File: config.mk
export PLATFORM = sky130hd
export DESIGN_NAME = state_frame_regfile
export DESIGN_NICKNAME = d
export VERILOG_FILES = /design/src/rtl/state_frame_regfile_pkg.sv /design/src/rtl/state_frame_regfile_rotator.sv /design/src/rtl/state_frame_regfile.sv
export SDC_FILE = /design/constraint.sdc
export NUM_CORES = 2
export LEC_CHECK = 0
export CORE_AREA = 4 4 398 400
export CTS_CLUSTER_SIZE = 30
export DETAILED_ROUTE_END_ITERATION = 10
export DIE_AREA = 0 0 402 404
export PLACE_DENSITY_LB_ADDON = 0.2
export SLEW_MARGIN = 20
export SYNTH_ARGS = -nofsm -noshare
export SYNTH_HDL_FRONTEND = slang
export SYNTH_SLANG_ARGS = --single-unit
File: constraint.sdc
create_clock -name clk -period 1.9 [get_ports clk]
set_input_delay 0.475 -clock clk [delete_from_list [all_inputs] [get_ports clk]]
set_output_delay 0.475 -clock clk [all_outputs]
set_load 0.005 [all_outputs]
File: src/rtl/state_frame_regfile_pkg.sv
// Shared sizing defaults, output-stage state encoding and frame indexing helpers
// for the cipher-state frame register file.
package state_frame_pkg;

    localparam int DEF_WORD_W = 32;
    localparam int DEF_ROWS   = 4;
    localparam int DEF_COLS   = 4;

    typedef enum logic {
        OUT_EMPTY = 1'b0,
        OUT_FULL  = 1'b1
    } out_state_t;

    // Bit offset of word (r,c) inside a flattened row-major frame.
    function automatic int word_lsb(input int r, input int c,
                                    input int cols = DEF_COLS,
                                    input int word_w = DEF_WORD_W);
        return (r * cols + c) * word_w;
    endfunction

    // Source column for destination (r,c) under a left rotation by r.
    function automatic int rot_src_col(input int r, input int c,
                                       input int cols = DEF_COLS);
        return (c + r) % cols;
    endfunction

endpackage

File: src/rtl/state_frame_regfile_rotator.sv
// Combinational per-row rotation of a flattened frame: row r is rotated left
// by r columns when rot_en is set, otherwise the frame passes through.
module frame_row_rotator
    import state_frame_pkg::*;
#(
    parameter int WORD_W = DEF_WORD_W,
    parameter int ROWS   = DEF_ROWS,
    parameter int COLS   = DEF_COLS
) (
    input  logic [ROWS*COLS*WORD_W-1:0] frame_in,
    input  logic                        rot_en,
    output logic [ROWS*COLS*WORD_W-1:0] frame_out
);

    genvar gi, gj;
    generate
        for (gi = 0; gi < ROWS; gi++) begin : g_row
            for (gj = 0; gj < COLS; gj++) begin : g_col
                localparam int DST = word_lsb(gi, gj, COLS, WORD_W);
                localparam int SRC = word_lsb(gi, rot_src_col(gi, gj, COLS), COLS, WORD_W);
                assign frame_out[DST +: WORD_W] = rot_en ? frame_in[SRC +: WORD_W]
                                                         : frame_in[DST +: WORD_W];
            end
        end
    endgenerate

endmodule

File: src/rtl/state_frame_regfile.sv
// Column-loaded shadow bank committed as a whole frame (optionally row-rotated)
// into a valid/ready output register.
module state_frame_regfile
    import state_frame_pkg::*;
#(
    parameter int WORD_W = DEF_WORD_W,
    parameter int ROWS   = DEF_ROWS,
    parameter int COLS   = DEF_COLS
) (
    input  logic                        clk,
    input  logic                        rst,
    input  logic                        wr_en,
    input  logic [COLS-1:0]             wr_col_mask,
    input  logic [ROWS*COLS*WORD_W-1:0] frame_in,
    input  logic                        commit,
    input  logic                        rot_en,
    output logic                        commit_ready,
    output logic                        frame_complete,
    output logic [ROWS*COLS*WORD_W-1:0] frame_out,
    output logic                        out_valid,
    input  logic                        out_ready
);

    localparam int FRAME_W = ROWS * COLS * WORD_W;

    logic [FRAME_W-1:0] shadow_reg;
    logic [FRAME_W-1:0] shadow_next;
    logic [COLS-1:0]    col_loaded_reg;
    logic [COLS-1:0]    col_loaded_next;
    logic [FRAME_W-1:0] frame_out_reg;
    logic [FRAME_W-1:0] rotated;
    out_state_t         state_reg;
    out_state_t         state_next;
    logic               commit_accept;

    assign frame_complete = &col_loaded_reg;
    assign out_valid      = (state_reg == OUT_FULL);
    assign commit_ready   = frame_complete && (!out_valid || out_ready);
    assign commit_accept  = commit && commit_ready;
    assign frame_out      = frame_out_reg;

    genvar gi, gj;
    generate
        for (gi = 0; gi < COLS; gi++) begin : g_col
            for (gj = 0; gj < ROWS; gj++) begin : g_row
                localparam int LSB = word_lsb(gj, gi, COLS, WORD_W);
                assign shadow_next[LSB +: WORD_W] = (wr_en && wr_col_mask[gi])
                                                    ? frame_in[LSB +: WORD_W]
                                                    : shadow_reg[LSB +: WORD_W];
            end
        end
    endgenerate

    // Commit clears the loaded flags, but a same-cycle write re-marks its columns.
    always_comb begin
        col_loaded_next = commit_accept ? '0 : col_loaded_reg;
        if (wr_en) begin
            col_loaded_next = col_loaded_next | wr_col_mask;
        end
    end

    always_comb begin
        state_next = state_reg;
        case (state_reg)
            OUT_EMPTY: if (commit_accept) state_next = OUT_FULL;
            OUT_FULL: begin
                if (commit_accept)  state_next = OUT_FULL;
                else if (out_ready) state_next = OUT_EMPTY;
            end
            default: state_next = OUT_EMPTY;
        endcase
    end

    // Rotation reads the pre-write shadow, so a same-cycle load never leaks in.
    frame_row_rotator #(
        .WORD_W (WORD_W),
        .ROWS   (ROWS),
        .COLS   (COLS)
    ) u_rotator (
        .frame_in  (shadow_reg),
        .rot_en    (rot_en),
        .frame_out (rotated)
    );

    always_ff @(posedge clk) begin
        if (rst) begin
            shadow_reg     <= '0;
            col_loaded_reg <= '0;
            frame_out_reg  <= '0;
            state_reg      <= OUT_EMPTY;
        end else begin
            shadow_reg     <= shadow_next;
            col_loaded_reg <= col_loaded_next;
            state_reg      <= state_next;
            if (commit_accept) begin
                frame_out_reg <= rotated;
            end
        end
    end

endmodule
Word level (Yosys, flattened, before mapping)
Index checks and enable logic that the tools add are counted.
{ "totals": {"reg_bits": 1029, "output_inout_bits": 515, "word_cells": 36} }
{ "classes": {"muxes": 18, "n_bitwise": 2, "n_reduce_logical": 9} }
{ "op_table": {"columns": ["operator", "n"], "rows": [
  ["32-bit two-way mux", 12],
  ["4-bit two-way mux", 2],
  ["1-bit logical AND", 6],
  ["4-bit bitwise OR", 1],
  ["4-bit AND reduction", 1],
  ["1-bit two-way mux", 3],
  ["1-bit case mux with 2 select lines", 1],
  ["1-bit zero test", 1],
  ["1-bit logical OR", 1],
  ["1-bit inverter", 1]
]} }

Longest topological paths before layout
{ "logic_depth": {"ltp_word": 7, "depth_mapped": 7} }

Cells and area by module
Synthesis repeated with hierarchy kept, for this count alone.
{ "unflattened": {"cells_unflattened": 5021, "hier_area_um2": 48051.1} }
{ "by_module_without_submodules": {"columns": ["module", "n_inst", "cells_each", "area_per_inst_um2", "seq_area_each_um2"], "rows": [
  ["state_frame_regfile", 1, 4466, 40884.2, 20599.8],
  ["frame_row_rotator", 1, 555, 7166.9, 0.0]
]} }

Worst setup path after synthesis
OpenSTA, ideal clock, no wires.
{ "synth_path": {"path_type": "input to register", "from": "in rot_en", "to": "reg frame_out_reg[151] (netlist: frame_out[151])", "setup_time_ns": 0.134, "t_arrival_ns": 1.670, "required_ns": 1.766, "path_slack_ns": 0.095, "stages": 6, "path_buffers": 3, "path_cell_list": "clkbuf_1 clkbuf_1 buf_2 mux2_2 nor4_1 a211oi_1"} }
{ "synth_between": {"elab_chain_len": 1} }
{ "synth_lines": {"columns": ["item", "line_no", "rtl"], "rows": [
  ["start: declaration", "state_frame_regfile.sv:16", "input logic rot_en,"],
  ["32-bit two-way mux", "state_frame_regfile_rotator.sv:21", "assign frame_out[DST +: WORD_W] = rot_en ? frame_in[SRC +: WORD_W]"],
  ["end signal: assignment", "state_frame_regfile.sv:96", "frame_out_reg <= rotated;"],
  ["end: declaration", "state_frame_regfile.sv:30", "logic [FRAME_W-1:0] frame_out_reg;"]
]} }
Every way passes these cells.
A chain may end at the register's enable or synchronous reset.

Final worst setup path
{ "layout_path": {"from": "reg col_loaded_reg[2]", "to": "out commit_ready"} }
{ "layout_between": {"elab_chain_len": 2} }
{ "layout_lines": {"columns": ["item", "line_no", "rtl"], "rows": [
  ["start: declaration", "state_frame_regfile.sv:28", "logic [COLS-1:0] col_loaded_reg;"],
  ["start signal: assignment", "state_frame_regfile.sv:93", "col_loaded_reg <= col_loaded_next;"],
  ["4-bit AND reduction", "state_frame_regfile.sv:36", "assign frame_complete = &col_loaded_reg;"],
  ["1-bit logical AND", "state_frame_regfile.sv:38", "assign commit_ready = frame_complete && (!out_valid || out_ready);"],
  ["end: declaration", "state_frame_regfile.sv:17", "output logic commit_ready,"]
]} }
Every way passes these cells.

==> implementation parameters <==
Parameter                              Value

Floorplan
  Die Y ... ~400 um
  I/O pins ... around 1000
  Area of the die ... between 150000 and 200000 um2
  Placeable core region ... ~160000 um2
  Initial standard-cell utilization of the core ... around 28%
  Row count ... between 100 and 150
  Chip width ... approximately 400 um

Place
  Setup slack after placement ... -0.648 ns
  PortBufs ... about 1000
  Placed Cells incl. Taps ... 7959
  HPWL Detailed ... approximately 140000 um
  Final weighted congestion in routability-driven placement ... slightly below 0.9

Finish
  Filler cell count ... ~15000
  Total area of multi-input combinational cells ... 21300 um2
  Fraction of final layout cells sized beyond drive strength 1 ... 29.3%
  Finished Layout Cells ... 8297
  Nets@finish ... 6642
  P&R area growth vs syn ... 54.1%
  Reg area ... 20900 um2
  Commonest cells after routing, fill and taps aside ... sky130_fd_sc_hd__nand2_1, sky130_fd_sc_hd__dfxtp_1, sky130_fd_sc_hd__clkdlybuf4s50_1
  Fin util ... a little over two fifths
  Most common library cell in the layout ignoring fill and taps ... sky130_fd_sc_hd__nand2_1

Pwr
  Worst VDD drop ... 0.755 mV
  PwrDens ... roughly 770 nW/um2
  Static leakage ... approximately 25 nW

Critical path
  Required time at the endpoint of the critical path ... 1.42 ns
  Critical path class ... reg -> out
  Worst Path Max Fanout ... 3
  Endpoint arrival time on the critical path ... roughly 1.8 ns
  CP Launch Type ... flip-flop
  CP endpoint kind ... primary output

Timing
  Hold Vio Cnt, Final ... 0
  Crit path setup slack, layout ... -0.409 ns
  Highest clock frequency the design can meet ... between 0.4 and 0.5 GHz
  Post-layout min period ... approximately 2.3 ns
  Hold Slack ... 0.262 ns
  Final critical-path share of the clock period ... 122%
  Worst-case headroom to the max-slew limit ... 59.5%
  Endpoints failing setup ... just under 400
  Clock skew ... roughly 0.074 ns
  Slew of the pin with the lowest slew margin ... between 0.6 and 0.7 ns
  Unrepaired setup endpoints after global routing ... yes
  Max Slew Vio Count ... 0

Clock tree
  Maximum clock path buffer count ... 3
  Buffer type at the clock tree root ... sky130_fd_sc_hd__clkbuf_16
  TritonCTS clock tree ... done
  Number of clock buffers inserted by TritonCTS ... between 100 and 150
  Clock sink count ... ~1000
  Maximum level of the CTS H-tree ... 3
  Worst-Skew Late Latency ... 0.76 ns
  Clk pin slew, worst setup/hold paths ... around 0.070 ns

Routing
  # DRC ... 0
  Via Count ... 40900
  Routed wire per std cell ... between 20 and 25 um
  Detailed Route WL ... a little over 200000 um
  Detail Route Antenna Nets ... 0
  First-pass detailed-route iteration total ... 5
  DRT iter0 DRCs ... around 2500
  Via-to-Cell Ratio ... 4.93

Synthesis
  Number of library cell types mapped by synthesis ... 21
  Primary flip-flop cell chosen by synthesis mapping ... sky130_fd_sc_hd__dfxtp_1
  Portion of the post-synthesis area used by sequential elements ... 47.7%
  Post-synth EDFFs ... 0
  Mean cell area of the mapped netlist ... ~8.7 um2
  Synthesized Nets ... around 5500
  Count of yosys warnings during synthesis ... 0
  Post-Syn Area ... 43200 um2
  Flip-flop and latch count after synthesis ... around 1000
  Instance count of the mapped netlist ... 4981
  Share of async-settable or async-resettable flops after synthesis ... 0%

Worst hold path
  Class of the worst hold path ... in -> reg

GRT
  Global-route wire length before repair ... about 280000 um
  Overflow after GRT ... 0
  Pin count of the biggest net entering global routing ... 97
  Antenna violations before repair ... 37
  Number of global-route vias before repair ... approximately 40000
  Global-route total usage across every layer ... between 20% and 30%

Flow run
  Max-cap violations ... 0

Run status
  Violations in the final reports ... negative setup slack
  Run status ... finished, violations left
## cells by family (layout without fill, tap and decap cells)
| logic type | after synthesis | count (layout) | share of synthesized area, % |
|---|---|---|---|
| AOI/OAI and AO/OA | 905 | 905 | 12.7 |
| muxes | 512 | 512 | 13.0 |
| buffers and inverters | 857 | 2093 | 8.29 |
| and+or+nand+nor | 1678 | 1678 | 18.3 |
| other | 0 | 22 | 0 |
| DFF | 1029 | 1029 | 47.7 |
## per-stage QoR
step | power, mW | instance area [um2] | setup TNS [ns]
after floorplan | 24.8 | 43200 | 0
after detailed placement | 27.6 | 58300 | -346.78
after global routing | 52.7 | 66600 | -94.91
final | 50.9 | 66600 | -59.24
after global placement | 27.6 | 58300 | -343.16
after CTS | 51.4 | 64000 | -89.16
## final timing paths
path                startpoint               to  slack (ns)  cells past startpoint
max reg2reg  col_loaded_reg[2]   frame_out[414]       -0.29                      9
min              frame_in[274]  shadow_reg[274]        0.26                      3
max          col_loaded_reg[2]     commit_ready       -0.41                      5
min reg2reg     shadow_reg[55]    frame_out[55]        0.45                      2
## critical path, cell delays in order, from the launching register on
cell and delay (ns):
sky130_fd_sc_hd__dfxtp_2 0.33, sky130_fd_sc_hd__nand4_1 0.20, sky130_fd_sc_hd__buf_12 0.21, sky130_fd_sc_hd__buf_8 0.12, sky130_fd_sc_hd__nor2_4 0.14, sky130_fd_sc_hd__buf_2 0.14
## per-layer routing
| layer | track usage, % | vias up | routed length, um |
|---|---|---|---|
| li1 | - | 19300 | - |
| met1 | 28.9 | 20000 | 86200 |
| met2 | 40.2 | 1229 | 99100 |
| met3 | 4.74 | 309 | 11400 |
| met4 | 8.02 | 14 | 7080 |
| met5 | 0 | - | 90 |
## timing repair
action / CTS / global route
endpoints found under the hold margin: 3 / 0
cloned: 28 / 41
endpoints found under the setup margin: 1008 / 525
hold buffers: 1 / 0
gates resized for setup: 1509 / 399
buffers inserted: 27 / 18
pin swaps: 109 / 281
## cell usage after synthesis, types with 4 or more instances
cell | instances | area [um2]
sky130_fd_sc_hd__buf_6 | 38 | 428
sky130_fd_sc_hd__nor4_1 | 384 | 2400
sky130_fd_sc_hd__mux2_2 | 384 | 4320
sky130_fd_sc_hd__a211oi_1 | 384 | 2880
sky130_fd_sc_hd__clkbuf_1 | 351 | 1320
sky130_fd_sc_hd__nand2_1 | 1028 | 3860
sky130_fd_sc_hd__a21oi_1 | 517 | 2590
sky130_fd_sc_hd__mux2i_1 | 128 | 1280
sky130_fd_sc_hd__inv_1 | 386 | 1450
sky130_fd_sc_hd__dfxtp_1 | 1029 | 20600
sky130_fd_sc_hd__o31ai_1 | 4 | 30.0
sky130_fd_sc_hd__buf_2 | 58 | 290
sky130_fd_sc_hd__nand2b_1 | 256 | 1600
sky130_fd_sc_hd__buf_1 | 22 | 82.6
sky130_fd_sc_hd__and2_1 | 4 | 25.0
## area by class of cell
class | count | share of cell area, %
Clock inverter | 36 | 0.763
Timing Repair Buffer | 1491 | 24.4
Sequential cell | 1029 | 31.4
Tap cell | 2058 | 3.87
Multi-Input combinational cell | 3095 | 32.0
Antenna cell | 22 | 0.0827
Clock buffer | 180 | 5.32
Inverter | 386 | 2.21
## where the power goes
group / leakage (nW) / internal [mW] / switching, mW
Sequential: 8.44 / 22.1 / 0.391
Clock: 1.99 / 13.8 / 9.89
Combinational: 14.2 / 2.43 / 2.36
Total: 24.6 / 38.3 / 12.6
(Power assumes the default switching activity.)
